**src/rtl/bit_serializer_pkg.sv**
```systemverilog
// bit_serializer_pkg
// Shared definitions for the bit serializer slice: FSM state encoding,
// default word width and the frame-length derivation.
//
// Build option: BIT_SERIALIZER_PARITY_EN appends one even-parity bit to every
// frame (FRAME_LEN = WIDTH + 1); left undefined, frames are WIDTH bits long.

`ifdef BIT_SERIALIZER_PARITY_EN
`define BIT_SERIALIZER_FRAME_LEN(w) ((w) + 1)
`else
`define BIT_SERIALIZER_FRAME_LEN(w) (w)
`endif

package bit_serializer_pkg;

    typedef enum logic {
        ST_IDLE  = 1'b0,
        ST_SHIFT = 1'b1
    } state_t;

    localparam int DEFAULT_WIDTH = 8;

    function automatic int frame_len(input int width);
        return `BIT_SERIALIZER_FRAME_LEN(width);
    endfunction

endpackage

```
**src/rtl/bit_serializer_if.sv**
```systemverilog
// bit_serializer_if
// Word-in / bit-out bundle of the serializer.
//   din, din_valid, din_ready : parallel word handshake (master -> slave)
//   x, x_valid                : serial bit stream to the sequence detector
//   busy                      : shifter active or holding register occupied
// The serializer itself uses the slave modport; its source uses master.

interface bit_serializer_if
    import bit_serializer_pkg::*;
#(
    parameter int WIDTH = DEFAULT_WIDTH
);
    logic [WIDTH-1:0] din;
    logic             din_valid;
    logic             din_ready;
    logic             x;
    logic             x_valid;
    logic             busy;

    modport master (
        output din, din_valid,
        input  din_ready, x, x_valid, busy
    );

    modport slave (
        input  din, din_valid,
        output din_ready, x, x_valid, busy
    );
endinterface

```
**src/rtl/bit_serializer_word_hold_reg.sv**
```systemverilog
// word_hold_reg
// One-word holding register with occupancy flag. Lets the next word be
// accepted while the current one is still being shifted out.
//   clk, rst_n : clock, asynchronous active-low clear
//   load       : capture d and mark full
//   take       : consumer has taken q; mark empty
//   d / q      : word in / stored word
//   full       : q holds a word not yet taken

module word_hold_reg
    import bit_serializer_pkg::*;
#(
    parameter int WIDTH = DEFAULT_WIDTH
) (
    input  logic             clk,
    input  logic             rst_n,
    input  logic             load,
    input  logic             take,
    input  logic [WIDTH-1:0] d,
    output logic [WIDTH-1:0] q,
    output logic             full
);

    always_ff @(posedge clk or negedge rst_n) begin
        if (!rst_n) begin
            q    <= '0;
            full <= 1'b0;
        end else if (load) begin
            q    <= d;
            full <= 1'b1;
        end else if (take) begin
            full <= 1'b0;
        end
    end

endmodule

```
**src/rtl/bit_serializer.sv**
```systemverilog
// bit_serializer
// Converts parallel words into an MSB-first one-bit-per-clock stream for the
// downstream sequence detector. A holding register lets consecutive words
// stream without an idle cycle between frames.
//   clk, rst_n : clock, asynchronous active-low reset
//   bus        : bit_serializer_if.slave (din/din_valid/din_ready in,
//                x/x_valid/busy out)
// Build option: BIT_SERIALIZER_PARITY_EN appends an even-parity bit per frame.
//
// state    | meaning
// ---------+-----------------------------------------------------------
// ST_IDLE  | nothing to shift; x = IDLE_BIT, x_valid = 0
// ST_SHIFT | shifter MSB (or parity bit) on x, x_valid = 1

module bit_serializer
    import bit_serializer_pkg::*;
#(
    parameter int   WIDTH    = DEFAULT_WIDTH,
    parameter logic IDLE_BIT = 1'b0
) (
    input logic             clk,
    input logic             rst_n,
    bit_serializer_if.slave bus
);

    localparam int             FRAME_LEN = frame_len(WIDTH);
    localparam int             CW        = $clog2(WIDTH + 2);
    localparam logic [CW-1:0]  LAST_CNT  = CW'(FRAME_LEN - 1);

    state_t           state, state_nxt;
    logic [WIDTH-1:0] shreg;
    logic [CW-1:0]    cnt;
    logic [WIDTH-1:0] hold_q;
    logic             hold_full;
    logic             accept;
    logic             last_bit;
    logic             load_shreg;
    logic             hold_load;
    logic             hold_take;
    logic [WIDTH-1:0] load_word;

    // Ready depends only on registered occupancy, never on din_valid.
    assign bus.din_ready = !hold_full;
    assign accept        = bus.din_valid && !hold_full;
    assign last_bit      = (state == ST_SHIFT) && (cnt == LAST_CNT);

    word_hold_reg #(
        .WIDTH(WIDTH)
    ) u_hold (
        .clk  (clk),
        .rst_n(rst_n),
        .load (hold_load),
        .take (hold_take),
        .d    (bus.din),
        .q    (hold_q),
        .full (hold_full)
    );

    always_ff @(posedge clk or negedge rst_n) begin
        if (!rst_n) begin
            state <= ST_IDLE;
        end else begin
            state <= state_nxt;
        end
    end

    always_comb begin
        state_nxt  = state;
        load_shreg = 1'b0;
        hold_load  = 1'b0;
        hold_take  = 1'b0;
        load_word  = bus.din;
        case (state)
            ST_IDLE: begin
                if (accept) begin
                    load_shreg = 1'b1;
                    state_nxt  = ST_SHIFT;
                end
            end
            ST_SHIFT: begin
                if (last_bit) begin
                    // Held word goes first; otherwise a word arriving on the
                    // last bit bypasses the hold straight into the shifter.
                    if (hold_full) begin
                        load_shreg = 1'b1;
                        hold_take  = 1'b1;
                        load_word  = hold_q;
                    end else if (accept) begin
                        load_shreg = 1'b1;
                    end else begin
                        state_nxt = ST_IDLE;
                    end
                end else if (accept) begin
                    hold_load = 1'b1;
                end
            end
        endcase
    end

    always_ff @(posedge clk or negedge rst_n) begin
        if (!rst_n) begin
            shreg <= '0;
            cnt   <= '0;
        end else if (load_shreg) begin
            shreg <= load_word;
            cnt   <= '0;
        end else if (state == ST_SHIFT) begin
            shreg <= {shreg[WIDTH-2:0], 1'b0};
            cnt   <= cnt + CW'(1);
        end
    end

`ifdef BIT_SERIALIZER_PARITY_EN
    // Parity is latched with the word so the source may change din freely.
    logic parity;

    always_ff @(posedge clk or negedge rst_n) begin
        if (!rst_n) begin
            parity <= 1'b0;
        end else if (load_shreg) begin
            parity <= ^load_word;
        end
    end
`endif

    always_comb begin
        bus.x       = IDLE_BIT;
        bus.x_valid = 1'b0;
        bus.busy    = (state == ST_SHIFT) || hold_full;
        if (state == ST_SHIFT) begin
            bus.x_valid = 1'b1;
`ifdef BIT_SERIALIZER_PARITY_EN
            bus.x       = (cnt == LAST_CNT) ? parity : shreg[WIDTH-1];
`else
            bus.x       = shreg[WIDTH-1];
`endif
        end
    end

endmodule

```
**src/flat_wrapper.sv**
```systemverilog
// flat-port wrapper written by rule: the top's interface ports become plain ports
module bit_serializer_flat import bit_serializer_pkg::*;
#(
    parameter int   WIDTH    = DEFAULT_WIDTH,
    parameter logic IDLE_BIT = 1'b0
)
  (clk, rst_n, bus_din, bus_din_valid, bus_din_ready, bus_x, bus_x_valid, bus_busy);
  bit_serializer_if #(.WIDTH(WIDTH)) bus_i ();
  input logic clk;
  input logic rst_n;
  input wire logic [$bits(bus_i.din)-1:0] bus_din;
  input wire logic [$bits(bus_i.din_valid)-1:0] bus_din_valid;
  output wire logic [$bits(bus_i.din_ready)-1:0] bus_din_ready;
  output wire logic [$bits(bus_i.x)-1:0] bus_x;
  output wire logic [$bits(bus_i.x_valid)-1:0] bus_x_valid;
  output wire logic [$bits(bus_i.busy)-1:0] bus_busy;
  assign bus_i.din = bus_din;
  assign bus_i.din_valid = bus_din_valid;
  assign bus_din_ready = bus_i.din_ready;
  assign bus_x = bus_i.x;
  assign bus_x_valid = bus_i.x_valid;
  assign bus_busy = bus_i.busy;
  bit_serializer #(.WIDTH(WIDTH), .IDLE_BIT(IDLE_BIT)) u_core (.clk(clk), .rst_n(rst_n), .bus(bus_i));
endmodule
```
**config.mk**
```make
export PLATFORM = sky130hd
export DESIGN_NAME = bit_serializer_flat
export DESIGN_NICKNAME = d
export VERILOG_FILES = /design/src/rtl/bit_serializer_pkg.sv /design/src/rtl/bit_serializer_if.sv /design/src/rtl/bit_serializer_word_hold_reg.sv /design/src/rtl/bit_serializer.sv /design/src/flat_wrapper.sv
export SDC_FILE = /design/constraint.sdc
export NUM_CORES = 1
export LEC_CHECK = 0
export CAP_MARGIN = 5
export CORE_MARGIN = 10
export CORE_UTILIZATION = 54
export DETAILED_ROUTE_END_ITERATION = 7
export PLACE_DENSITY = 0.88
export SYNTH_ARGS = -nofsm -noshare
export SYNTH_HDL_FRONTEND = slang
export SYNTH_SLANG_ARGS = --single-unit
```
**constraint.sdc**
```tcl
create_clock -name clk -period 2.25 [get_ports clk]
set_input_delay 0.225 -clock clk [delete_from_list [all_inputs] [get_ports clk]]
set_output_delay 0.225 -clock clk [all_outputs]
set_load 0.05 [all_outputs]
```
## Yosys cells after proc, flatten, opt, wreduce, memory -nomap -nowiden

Cells that the tools add are included.

- Bits in registers: 22
- Input bits: 11
- Output and inout port bits: 4
- Word-level logic and storage cells: 36

- Add/sub/neg operators: 1
- Equality and inequality tests: 1
- Muxes and demuxes: 22
- Bitwise operators: 1
- Reductions and logical operators: 6

Operator list:

| operator | number |
|---|---|
| $mux W8 | 5 |
| $mux W1 | 13 |
| $mux W4 | 2 |
| $add A4 B1 Y4 const B | 1 |
| $eq A4 B3 Y1 const B | 1 |
| $pmux W1 S2 | 2 |
| $reduce_bool A2 Y1 | 2 |
| $logic_and A1 B1 Y1 | 2 |
| $logic_not A1 Y1 | 1 |
| $logic_or A1 B1 Y1 | 1 |
| $not A1 Y1 | 1 |

## Logic depth before layout (Yosys ltp)

Gate-level depths: netlist of the first run.

- Depth in word-level cells: 7
- Depth in mapped cells: 6
- Depth with buffers taken out: 5

## By module

From an unflattened synthesis of the first run, not the netlist that was laid out.

- Cell total of the unflattened synthesis: 115
- Area, all modules: 1,238.7 sq um

Modules (own cells, without submodules):

| module | times used | cells each | area each (sq um) | sequential area each (sq um) |
|---|---|---|---|---|
| bit_serializer | 1 | 95 | 869.6 | 325.3 |
| word_hold_reg | 1 | 20 | 369.1 | 225.2 |

## Worst setup path before layout of the first run

No wires, ideal clock.

- Path kind: register -> register
- From: register u_core.state
- To: register u_core.shreg[0]
- Library setup time: 121 ps
- Data arrival time: 1,722 ps
- Data required time: 2,129 ps
- Slack: 407 ps
- Stages on the path, launching flop included: 6
- Buffers on the path: 1
- Clock period less this slack: 1,843 ps
- Path through: dfrtp_1 buf_4 inv_2 nor3_4 mux2_2 a22o_1

- Longest elaborated chain between the ends: 4
- Elaborated cells between the ends (all ways): 8
- Classes of those cells: mux (5); bitwise (1); reduce/logical (2)

Ends and longest elaborated chain:

| element | RTL line | source |
|---|---|---|
| from (decl) | bit_serializer.sv:30 | `state_t state, state_nxt;` |
| from (signal assigned) | bit_serializer.sv:63 | `state <= state_nxt;` |
| $logic_and A1 B1 Y1 | bit_serializer.sv:45 | `assign last_bit = (state == ST_SHIFT) && (cnt == LAST_CNT);` |
| $mux W1 or $mux W8 (tied branches) | bit_serializer.sv:81 | `if (last_bit) begin` |
| $pmux W1 S2 or $mux W8 (tied branches) | bit_serializer.sv:73 | `case (state)` |
| $mux W8 or $reduce_bool A2 Y1 (tied branches) | n/a |  |
| to (signal assigned) | bit_serializer.sv:105 | `shreg <= load_word;` |
| to (signal assigned) | bit_serializer.sv:108 | `shreg <= {shreg[WIDTH-2:0], 1'b0};` |
| to (decl) | bit_serializer.sv:31 | `logic [WIDTH-1:0] shreg;` |

Several ways; a longest one is shown, not always the timed one.
A chain may end at the register's enable or synchronous reset.

## Final worst setup path of the first run

- From: register u_core.state
- To: output port bus_x

- Longest elaborated chain between the ends: 1

Ends and longest elaborated chain:

| element | RTL line | source |
|---|---|---|
| $mux W1 | bit_serializer.sv:130 | `if (state == ST_SHIFT) begin` |
| to (decl) | flat_wrapper.sv:14 | `output wire logic [$bits(bus_i.x)-1:0] bus_x;` |

No other way between the ends.

==> flow_summary.yaml, run 1 <==
run_status:
  status: "finished, final reports clean"
sta:
  slew_headroom_pct: 52.56
  finalCritPeriodShare_pct: 89.99
  finalSetupViolations: 0
  fin_skew_ns: 0.01469
  tightest_slew_ns: 0.7090
  max_freq_mhz: 493.9
  finalHoldViolCount: 0
  whs_ns: 0.2463
  rsz0062_at_grt: "no"
  period_needed_ns: 2.025
  final.setup.tns_ns: 0
  slew_violations: 0
routing:
  avgViaCountPerCell: 5.906
  drtIter0Drc: 35
  wire_per_inst_um: 15.25
  wl_um: 2592
  drt_first_pass_iters: 4
  antenna_left: 0
  drc: 0
  num_vias: 1004
clock_tree:
  post_cts_buffers: 0
  cts_tree: "yes"
  numCtsBuffers: 3
  worstSkewPairLatency_ns: 0.32
  htreeDepth: 1
  clock_sinks: 22
  cts-resized-gates: 0
  root_buffer: "clkbuf_4"
  clkTransAtPathRegs_ns: 0.13
  hold_buffers: 0
  clk_path_buf_depth: 2
worst_hold_path:
  min_path_type: "input pin to asynchronous set/reset pin"
placement:
  place.gp.congestion: 0.8530
  dpl_cell_area_um2: 1356
  port_buffers: 14
  dpl.hpwl_um: 1894
floorplanning:
  die_x_um: 67.12
  fp-row-count: 16
  die-area_um2: 4504
  design.core.area_um2: 2042
  initial_core_util_pct: 58.70
  io_pins: 15
  die_h_um: 67.12
pwr:
  power.switching_w: 0.0007086
  swShare_pct: 40.75
  p_leak_nw: 0.6078
  comb_power_share_pct: 46.1
  ir_drop_mv: 0.7513
  p_clk_share_pct: 12.8
  power.internal_w: 0.001030
  power.density_nw_per_um2: 1249
  seqPwrFrac_pct: 41.2
global_route:
  grt_max_degree: 23
  grt_overflow_total: 0
  grt_use_total_pct: 12.20
  grt_pass1_vias: 1046
  antenna_found_initial: 0
  grt_pass1_wl_um: 4340
worst_setup_path:
  worstReg2RegEnd: "u_core.shreg[0]$_DFFE_PN0P_"
  setup.worst_path.start_class: "flop"
  arrival_ns: 1.80
  crit_fanout: 9
  critPathLaunch: "u_core.state$_DFF_PN0_"
  endpoint_kind: "output pin"
  reg2reg_from: "u_core.cnt[0]$_DFFE_PN0P_"
  endpoint: "bus_x"
  rr_worst_depth: 5
  r2r_setup_slack_ns: 0.39
  critPathKind: "flop to output pin"
  worstPathRequired_ns: 2.03
synthesis:
  synthCells: 127
  yosys_most_used_dff: "dfrtp_1"
  ys_ff_latch: 22
  ys_top_cells_by_area: "dfrtp_1 (46%), mux2_2 (8.5%), o21ai_0 (7.9%)"
  syn_nets: 139
  synth_top_cell_area_share_pct: 45.93
  synth-edff-count: 0
  async_flop_share_pct: 100.0
  synth_area_leader_cell: "dfrtp_1"
  seq_area_frac_synth_pct: 45.93
  syn_area_um2: 1199
  ys_types: 31
  yosysMostFrequentCell: "dfrtp_1"
  ys_warn_count: 0
  avgSynthCellArea_um2: 9.438
  synth_common_cells: "dfrtp_1 (22), o21ai_0 (19), nand2_1 (18)"
layout:
  areaGrowthSynthToFinish_pct: 16.18
  drive_gt1_share_pct: 16.78
  nets: 156
  design_area_um2: 1393
  diodes: 0
run:
  cap_viol_max_count: 0
## metal layers
metal | vias up | wire length (um) | track usage [%] | share of wire [%]
met1 | 483 | 1045 | 13.47 | 40
met3 | 6 | 214 | 3.177 | 8.3
met2 | 39 | 1292 | 20.73 | 50
met5 | - | 0 | 0 | 0
met4 | 0 | 40 | 6.923 | 1.5
li1 | 476 | - | - | -
## cell usage in the layout, fill, tap and decap left out, drive strengths merged, types with 2 or more instances in the layout
cell type / instances
buf: 6
clkbuf: 4
inv: 8
dfrtp: 22
a21oi: 17
clkdlybuf4s50: 13
nand2: 18
a211oi: 6
o21ai: 19
nor2: 2
mux2: 9
nor3: 3
## final cells by class
| cell class | instances | area, um2 |
|---|---|---|
| well taps | 27 | 33.78 |
| clock buffers | 4 | 36.28 |
| repair buffers | 19 | 175.2 |
| inverters | 8 | 30.03 |
| flip-flops and latches | 22 | 550.5 |
| fillers | 180 | 649.4 |
| multi-input cells | 90 | 566.8 |
## stage by stage
stage | utilization, % | cells | total power (W) | worst slack (ns)
after global routing | 68.20 | 170 | 0.001879 | 0.1659
after detailed placement | 66.42 | 166 | 0.001521 | 0.3439
after floorplan | - | 127 | 0.001314 | 0.4075
after global placement | 66.42 | 166 | 0.001475 | 0.4278
final | 68.20 | 170 | 0.001739 | 0.2253
after CTS | 68.20 | 170 | 0.001737 | 0.2117
## power by group through the flow
stage | Sequential, W | Combinational (W) | Clock (W)
global route | 0.000737 | 0.000905 | 0.000237
CTS | 0.000710 | 0.000801 | 0.000225
floorplan | 0.000688 | 0.000626 | 0
detailed placement | 0.000721 | 0.000800 | 0
global placement | 0.000706 | 0.000769 | 0
finish | 0.000716 | 0.000801 | 0.000222
## registers in the layout, indices dropped and copies added, names as in the netlist
name                flops
u_core.shreg            8
u_core.cnt              4
u_core.state            1
u_core.u_hold.q         8
u_core.u_hold.full      1
## kinds of logic (layout without fill, tap and decap cells)
group | after synthesis | after routing | synth area share [%]
and+or+nand+nor | 32 | 32 | 15.03
adders and majority gates | 1 | 1 | 1.044
muxes | 9 | 9 | 8.455
AOI/OAI and AO/OA | 47 | 47 | 22.03
buffers and inverters | 15 | 31 | 6.784
xor gates and xnor gates | 1 | 1 | 0.7308
DFF | 22 | 22 | 45.93
## how the worst min path moves through the flow
stage / end / slack (ns) / depth (start not counted)
after floorplan: u_core.cnt[0]$_DFFE_PN0P_ / -0.07 / 0
after global placement: u_core.u_hold.q[0]$_DFFE_PN0P_ / 0.49 / 1
after detailed placement: u_core.u_hold.q[0]$_DFFE_PN0P_ / 0.49 / 1
after CTS: u_core.u_hold.q[2]$_DFFE_PN0P_ / 0.25 / 2
after global routing: u_core.u_hold.q[2]$_DFFE_PN0P_ / 0.28 / 2
final: u_core.shreg[6]$_DFFE_PN0P_ / 0.25 / 2
## critical path: stages, from the launching register on
cell	delay [ns]
dfrtp_1	0.52
and2_1	0.18
clkdlybuf4s50_1	0.80
Power figures use the tool's default switching activity.
==> run 2: changes to the inputs <==
--- a/config.mk
+++ b/config.mk
@@ -7,9 +7,9 @@
 export LEC_CHECK = 0
 export CAP_MARGIN = 5
 export CORE_MARGIN = 10
-export CORE_UTILIZATION = 54
+export CORE_UTILIZATION = 55
 export DETAILED_ROUTE_END_ITERATION = 7
-export PLACE_DENSITY = 0.88
+export PLACE_DENSITY = 0.89
 export SYNTH_ARGS = -nofsm -noshare
 export SYNTH_HDL_FRONTEND = slang
 export SYNTH_SLANG_ARGS = --single-unit
==> constraint.sdc (replaced) <==
create_clock -name clk -period 2.55 [get_ports clk]
set_input_delay 0.255 -clock clk [delete_from_list [all_inputs] [get_ports clk]]
set_output_delay 0.255 -clock clk [all_outputs]
set_load 0.05 [all_outputs]
==> run 2 against run 1 <==
Against the previous run:
- first-iteration DRC count increased by 150%
- largest power group is now sequential cells
- highest routed layer unchanged
- combinational power shrank 18%
- worst setup slack improved by 0.017 ns
- die area shrank 1.3%
- via count decreased by 3.0%
- global-route usage rose by 0.078 points
- non-clock buffer count decreased by 3
==> flow_summary.yaml, run 2 (synthesized netlist as in run 1, its figures left out) <==
pwr:
  seqPwrFrac_pct: 45.1
  power.switching_w: 0.0006124
  comb_power_share_pct: 44.5
  swShare_pct: 41.46
  p_leak_nw: 0.5886
  power.internal_w: 0.0008649
  power.density_nw_per_um2: 1087
  ir_drop_mv: 0.5864
  p_clk_share_pct: 10.4
layout:
  drive_gt1_share_pct: 13.67
  final_cell_mix: "dfrtp_1 (22), o21ai_0 (19), nand2_1 (18)"
  diodes: 0
  largestRegisters: "u_core.shreg: 8 flops, u_core.u_hold.q: 8 flops, u_core.cnt: 4 flops"
  areaGrowthSynthToFinish_pct: 13.36
  final_common_cell: "dfrtp_1"
  nets: 153
run:
  cap_viol_max_count: 0
global_route:
  antenna_found_initial: 0
  grt_max_degree: 23
  grt_overflow_total: 0
  grt_pass1_wl_um: 4298
  grt_use_total_pct: 12.27
  grt_pass1_vias: 956
sta:
  fin_skew_ns: 0.005060
  final.setup.tns_ns: 0
  slew_headroom_pct: 53.34
  finalCritPeriodShare_pct: 90.50
  max_freq_mhz: 433.3
  finalHoldViolCount: 0
  slew_violations: 0
  tightest_slew_ns: 0.6973
  setup_ws_ns: 0.2423
  rsz0062_at_grt: "no"
  period_needed_ns: 2.308
  finalSetupViolations: 0
worst_setup_path:
  worstPathRequired_ns: 2.30
  critical_path_buf_inv_count: 1
  reg2reg_from: "u_core.u_hold.full$_DFFE_PN0P_"
  endpoint_kind: "output pin"
  endpoint: "bus_busy"
  r2r_setup_slack_ns: 0.61
  setup.worst_path.start_class: "flop"
  critPathLaunch: "u_core.u_hold.full$_DFFE_PN0P_"
  rr_worst_depth: 4
  cpPeakStageDelay_ns: 0.80
  crit_fanout: 21
  critPathKind: "flop to output pin"
  crit_chain: "or2_2 -> clkdlybuf4s50_1"
  crit_family: "buffers and inverters"
  slowest_stage: "clkdlybuf4s50_1"
  crit_cells: 2
  worstReg2RegEnd: "u_core.cnt[3]$_DFFE_PN0P_"
  arrival_ns: 2.05
floorplanning:
  initial_core_util_pct: 59.28
  die_h_um: 66.69
  io_pins: 15
  die_x_um: 66.69
  die-area_um2: 4447
  design.core.area_um2: 2022
  fp-row-count: 16
clock_tree:
  numCtsBuffers: 3
  cts_tree: "yes"
  clk_path_buf_depth: 2
  worstSkewPairLatency_ns: 0.30
  root_buffer: "clkbuf_4"
  htreeDepth: 1
  hold_buffers: 0
  cts-resized-gates: 0
  post_cts_buffers: 0
  clkTransAtPathRegs_ns: 0.11
  clock_sinks: 22
routing:
  antenna_left: 0
  drtIter0Drc: 86
  avgViaCountPerCell: 5.867
  wire_per_inst_um: 14.99
  num_vias: 974
  wl_um: 2488
  drt_first_pass_iters: 4
  drc: 0
placement:
  port_buffers: 14
  place.gp.congestion: 0.8366
  dpl.hpwl_um: 1849
  dp_slack_ns: 0.3662
worst_hold_path:
  min_path_type: "input pin to asynchronous set/reset pin"
run_status:
  status: "finished, final reports clean"
## run 2: cell types whose count changed in the layout (fill, tap and decap cells not counted), sizes merged
cell / before / now
buf: 6 / 2
clkdlybuf4s50: 13 / 14
clkbuf: 4 / 3
## run 2: worst register-to-register path, cell delays in order (launching register included)
cell and delay (ns):
dfrtp_1 0.73, nor2b_1 0.20, nor2_1 0.58, o21ai_0 0.20, a21oi_1 0.16
## run 2: metal layers
layer / vias up / part of all wire (%) / global-route usage, %
met5: - / 0 / 0
met4: 0 / 1.3 / 6.283
met3: 4 / 7.2 / 2.843
met2: 31 / 49 / 20.26
met1: 467 / 42 / 14.40
li1: 472 / - / -
## run 2: layout make-up
class                           instances  area (um2)
Fill cell                             175       663.1
Multi-Input combinational cell         90       566.8
Sequential cell                        22       550.5
Timing Repair Buffer                   16       155.1
Tap cell                               27       33.78
Inverter                                8       30.03
Clock buffer                            3       22.52
## run 2: worst min path at each step
stage	from	endpoint	slack [ns]
global route	rst_n	u_core.shreg[7]$_DFFE_PN0P_	0.32
floorplan	rst_n	u_core.cnt[0]$_DFFE_PN0P_	-0.04
finish	rst_n	u_core.u_hold.full$_DFFE_PN0P_	0.29
global placement	u_core.u_hold.q[0]$_DFFE_PN0P_	u_core.u_hold.q[0]$_DFFE_PN0P_	0.49
detailed placement	u_core.u_hold.q[4]$_DFFE_PN0P_	u_core.u_hold.q[4]$_DFFE_PN0P_	0.50
CTS	rst_n	u_core.u_hold.full$_DFFE_PN0P_	0.29
## run 2: power groups by stage
stage	Sequential (W)	Combinational (W)	Clock, W
3_5_place_dp	0.000672	0.000657	0
5_1_grt	0.000691	0.000726	0.000169
3_3_place_gp	0.000656	0.000630	0
4_1_cts	0.000664	0.000661	0.000161
6_report	0.000666	0.000658	0.000154
2_1_floorplan	0.000607	0.000553	0
## run 2: stage by stage
step                area (um2)  total power (W)  util (%)  hold slack, ns  std cells
floorplan                 1199         0.001160         -        -0.04059        127
global placement          1336         0.001286     66.09          0.4920        163
detailed placement        1336         0.001330     66.09          0.4971        163
CTS                       1359         0.001485     67.20          0.2856        166
global route              1359         0.001587     67.20          0.3186        166
finish                    1359         0.001477     67.20          0.2911        166
==> run 3: changes to the inputs <==
--- a/config.mk
+++ b/config.mk
@@ -9,6 +9,7 @@
 export CORE_MARGIN = 10
 export CORE_UTILIZATION = 55
 export DETAILED_ROUTE_END_ITERATION = 7
+export HOLD_SLACK_MARGIN = 0.12
 export PLACE_DENSITY = 0.89
 export SYNTH_ARGS = -nofsm -noshare
 export SYNTH_HDL_FRONTEND = slang
==> results of run 3 <==
The final DEF is identical to that of run 2; final timing and power are the same.
==> RTL edit 1: new RTL, flow settings as in run 1 <==
The option `BIT_SERIALIZER_PARITY_EN` is turned on by a define.
--- a/src/rtl/bit_serializer_pkg.sv
+++ b/src/rtl/bit_serializer_pkg.sv
@@ -4,6 +4,8 @@
 //
 // Build option: BIT_SERIALIZER_PARITY_EN appends one even-parity bit to every
 // frame (FRAME_LEN = WIDTH + 1); left undefined, frames are WIDTH bits long.
+
+`define BIT_SERIALIZER_PARITY_EN
 
 `ifdef BIT_SERIALIZER_PARITY_EN
 `define BIT_SERIALIZER_FRAME_LEN(w) ((w) + 1)
Function: changed (Yosys sat finds a counterexample within 10 cycles, from zero or initial values and one cycle with rst_n low).
==> RTL edit 1 against run 1 <==
  * Cell count decreased by 5.9%
  * Sequential cell count increased by 1
  * Routed wire length decreased by 4.2%
  * Worst hold slack got worse by 0.0034 ns
  * Total power increased by 23%
  * First-iteration DRC count increased by 26%
  * Worst setup slack got worse by 0.084 ns
  * Via count decreased by 11%
  * Final area increased by 2.3%
  * Sequential share of layout area increased by 0.85 points
  * Synthesized area increased by 2.6%
  * Global-route usage about the same
  * Critical endpoint is now bus_busy
  * Highest routed layer unchanged
==> RTL edit 1: results (changes against run 1) <==
{| class="wikitable"
! Metric !! Value
|-
| Register area share after synthesis || 0.4680 (+0.008665)
|-
| Synthesized netlist net count || 130 (-6.5%)
|-
| Clock-cell share of area || 0.01932 (-0.006740)
|-
| Count of multi-input gates || 85 (-5.6%)
|-
| Vias in the first global route || 958 (-8.4%)
|-
| Clock tree sinks || 23 (+4.5%)
|-
| Net Sw Power || 0.9077 mW (+28%)
|-
| Crit Path Max Fanout || 12 (+3)
|-
| First-pass GRT wire length || 4.374 mm (+0.78%)
|-
| Outcome || completed
|-
| Routed length per instance || 15.52 um (+1.8%)
|-
| Number of vias per cell after detailed routing || 5.569 (-5.7%)
|-
| Die area || 4587 sq um (+1.8%)
|-
| Count of non-CTS inverters in the layout || 3 (-5)
|-
| Sequential Area || 575.6 sq um (+4.5%)
|-
| Worst relative slew slack || 0.6633 (+0.1377)
|-
| Number of inserted filler cells in the final layout || 172 (-4.4%)
|-
| Final HPWL from detailed placement || 1.910 mm (+0.87%)
|-
| Share of post-route cells with drive strength above 1 || 0.1591 (-0.008741)
|-
| Wire length reported by the detailed router || 2.483 mm (-4.2%)
|-
| Multi-input combinational cell area || 603.1 sq um (+6.4%)
|-
| Post-route clock skew || 0.008334 ns (-0.006354 ns)
|-
| Multiplexer fraction of the synthesized cell area || 0.09359 (+0.009040)
|-
| Clock tree buffer count of the final layout || 3 (-1)
|-
| Biggest area contributors in the synthesized netlist || dfrtp_1, xnor2_1, mux2_2
|-
| Xor/xnor cell area share of the yosys netlist || 0.1139 (+0.1066)
|-
| Post-placement setup slack || 0.3989 ns (+0.05492 ns)
|-
| DR iter-0 viols || 44 (+26%)
|-
| Fraction of power consumed by sequential logic || 0.381 (-0.031)
|-
| R2R depth || 6 (+1)
|-
| Power of the combinational group || 1.13 mW (+41%)
|-
| Global router's overall resource usage || 0.1220 (about the same)
|-
| Largest registers in the final layout || u_core.shreg: 8 flops, u_core.u_hold.q: 8 flops, u_core.cnt: 4 flops
|-
| Top post-synthesis cells by count || dfrtp_1, nand2_1, xnor2_1, mux2_2, o22ai_1
|-
| Adder and majority cell fraction of the synthesized area || 0.02035 (+0.009907)
|-
| Compound-gate portion of the synthesized area || 0.1261 (-0.09411)
|-
| Fraction of cell area in non-clock buffers || 0.1212 (-0.004627)
|-
| Largest net degree at the start of global routing || 24 (+4.3%)
|-
| Tcrit/Tclk final || 0.9371 (+0.03719)
|-
| Endpoint arrival time on the critical path || 1.88 ns (+0.08 ns)
|-
| Number of cells in the design after placement || 156 (-6.0%)
|-
| Routability congestion estimate from global placement || 0.8868 (+4.0%)
|-
| Crit path capture || bus_busy
|-
| Count of nets after finishing || 146 (-6.4%)
|}
[RTL edit 1: cell count changes after synthesis, moves of 6 or more]
cell | run 1 | this run
a211oi_1 | 6 | 0
a21oi_1 | 17 | 2
a31oi_1 | 0 | 7
o21ai_0 | 19 | 2
o22ai_1 | 1 | 8
xnor2_1 | 0 | 14
[RTL edit 1: per-stage QoR]
step	total power, mW	hold WS, ns	utilization
6_report	2.139	0.2430	0.6505
5_1_grt	2.306	0.2662	0.6505
4_1_cts	2.146	0.2517	0.6505
3_5_place_dp	1.949	0.4995	0.6379
3_3_place_gp	1.893	0.4876	0.6379
2_1_floorplan	1.640	-0.07059	-
[RTL edit 1: metal layers]
| metal | track usage | vias to the layer above | routed length [um] |
|---|---|---|---|
| met4 | 0.06154 | 0 | 25 |
| met2 | 0.1854 | 39 | 1132 |
| met5 | 0 | - | 0 |
| met1 | 0.1542 | 414 | 1120 |
| met3 | 0.03471 | 4 | 204 |
| li1 | - | 434 | - |
==> RTL edit 2: new RTL, settings of run 1 <==
Made on the original files. `IDLE_BIT` is set to 1'b0 in 2 places; all go to 1'b1.
--- a/src/rtl/bit_serializer.sv
+++ b/src/rtl/bit_serializer.sv
@@ -16,7 +16,7 @@
     import bit_serializer_pkg::*;
 #(
     parameter int   WIDTH    = DEFAULT_WIDTH,
-    parameter logic IDLE_BIT = 1'b0
+    parameter logic IDLE_BIT = 1'b1
 ) (
     input logic             clk,
     input logic             rst_n,
--- a/src/flat_wrapper.sv
+++ b/src/flat_wrapper.sv
@@ -2,7 +2,7 @@
 module bit_serializer_flat import bit_serializer_pkg::*;
 #(
     parameter int   WIDTH    = DEFAULT_WIDTH,
-    parameter logic IDLE_BIT = 1'b0
+    parameter logic IDLE_BIT = 1'b1
 )
   (clk, rst_n, bus_din, bus_din_valid, bus_din_ready, bus_x, bus_x_valid, bus_busy);
   bit_serializer_if #(.WIDTH(WIDTH)) bus_i ();
Behaviour: not the same (Yosys sat finds a counterexample within 4 cycles, from zero or initial values and one cycle with rst_n low).
==> RTL edit 2 against run 1 <==
  * Total power grew 0.65%
  * Combinational power is essentially flat
  * Worst setup slack lost 0.10 ns
  * Sequential cell count is the same
  * Final area shrank 0.81%
  * Synthesized area grew 0.21%
  * Synthesized cell count is the same
  * Routed wire length grew 3.1%
  * Critical endpoint is now bus_din_ready
  * Largest cell class unchanged
  * Highest routed layer unchanged
==> RTL edit 2: results (changes against run 1) <==
{| class="wikitable"
! Metric !! Value
|-
| Placement-stage cell area || 1345 sq um (-0.83%)
|-
| Clock-cell share of area || 0.02627 (+0.0002126)
|-
| Total vias in the final route || 964 (-4.0%)
|-
| First-pass GRT wire length || 4.533 mm (+4.4%)
|-
| Worst vdd ir || 0.7319 mV (-2.6%)
|-
| Switching portion of total power || 0.4129 (+0.005352)
|-
| Fraction of cell area in non-clock buffers || 0.1159 (-0.009843)
|-
| Met1 wire length || 1.129 mm (+8.0%)
|-
| Multi-input combinational cell area || 569.3 sq um (+0.44%)
|-
| Met2 wire length || 1.333 mm (+3.2%)
|-
| Syn Area/Cell || 9.458 sq um (+0.21%)
|-
| Met2 track demand over resource in global routing || 0.2239 (+0.01659)
|-
| Vias in the first global route || 1005 (-3.9%)
|-
| Biggest area contributors in the synthesized netlist || dfrtp_1, mux2_2, o21ai_0
|-
| Post-route clock skew || 0.003512 ns (-0.01118 ns)
|-
| Multiplexer fraction of the synthesized cell area || 0.08437 (-0.0001761)
|-
| Crit. Startpoint || u_core.u_hold.full
|-
| Met3 usage || 0.03306 (+0.001285)
|-
| Fraction of power consumed by sequential logic || 0.415 (+0.003)
|-
| Adder and majority cell fraction of the synthesized area || 0.01042 (-0.00002175)
|-
| Share of post-route cells with drive strength above 1 || 0.1560 (-0.01180)
|-
| Met1 usage || 0.1433 (+0.008588)
|-
| Peak per-stage delay on the critical path || 0.84 ns (+0.04 ns)
|-
| Final core utilization || 0.6367 (-0.04531)
|-
| Count of plain and timing-repair buffers in the layout || 17 (-2)
|-
| Wire length reported by the detailed router || 2.672 mm (+3.1%)
|-
| Share of the final layout cell area in sequential cells || 0.3986 (+0.003225)
|-
| Register area share after synthesis || 0.4583 (-0.0009569)
|-
| Total length of routed met3 wires || 125 um (-42%)
|-
| Crit Path Max Fanout || 12 (+3)
|-
| # Post-CTS Setup Buffers || 0 (unchanged)
|-
| Xor/xnor cell area share of the yosys netlist || 0.007292 (-0.00001522)
|-
| Global router's overall resource usage || 0.1300 (+0.008056)
|-
| Crit path capture || bus_din_ready
|-
| Count of nets after finishing || 154 (-1.3%)
|-
| DR iter-0 viols || 26 (-26%)
|-
| Endpoint arrival time on the critical path || 1.90 ns (+0.10 ns)
|-
| Routed length per instance || 15.81 um (+3.7%)
|-
| Worst relative slew slack || 0.5679 (+0.04229)
|-
| Final HPWL from detailed placement || 1.947 mm (+2.8%)
|-
| Worst Hold Class || in2async
|-
| Static Leak || 0.6008 nW (-1.1%)
|-
| Number of inserted filler cells in the final layout || 185 (+2.8%)
|-
| Final worst path period need || 2.124 ns (+0.09956 ns)
|-
| Post-placement setup slack || 0.1819 ns (-0.1621 ns)
|-
| Number of cells in the design after placement || 165 (-0.60%)
|-
| Routability congestion estimate from global placement || 0.8656 (+1.5%)
|-
| Outcome || completed
|-
| Die area || 4511 sq um (+0.15%)
|}
[RTL edit 2: cell count changes in the layout (fill, tap and decap cells not counted)]
cell	delta
nand2b_1	+1
buf_4	-2
or2_2	-1
or2_1	+1
nor2b_1	-1
nor2b_2	+1
and2_1	-1
[RTL edit 2: worst max-delay path, delay by kind of cell (launching register included)]
kind	cells	cell delay, ns
buffers and inverters	2	1.06
DFF	1	0.53
[RTL edit 2: worst min-delay path by stage]
stage                     slack (ns)  cells after the start               start                 end
after CTS                       0.25                      2               rst_n  u_core.u_hold.full
after global routing            0.27                      2               rst_n  u_core.u_hold.q[6]
after global placement          0.49                      1  u_core.u_hold.q[0]  u_core.u_hold.q[0]
after floorplan                -0.07                      0               rst_n       u_core.cnt[0]
final                           0.23                      2               rst_n     u_core.shreg[7]
after detailed placement        0.49                      1  u_core.u_hold.q[0]  u_core.u_hold.q[0]
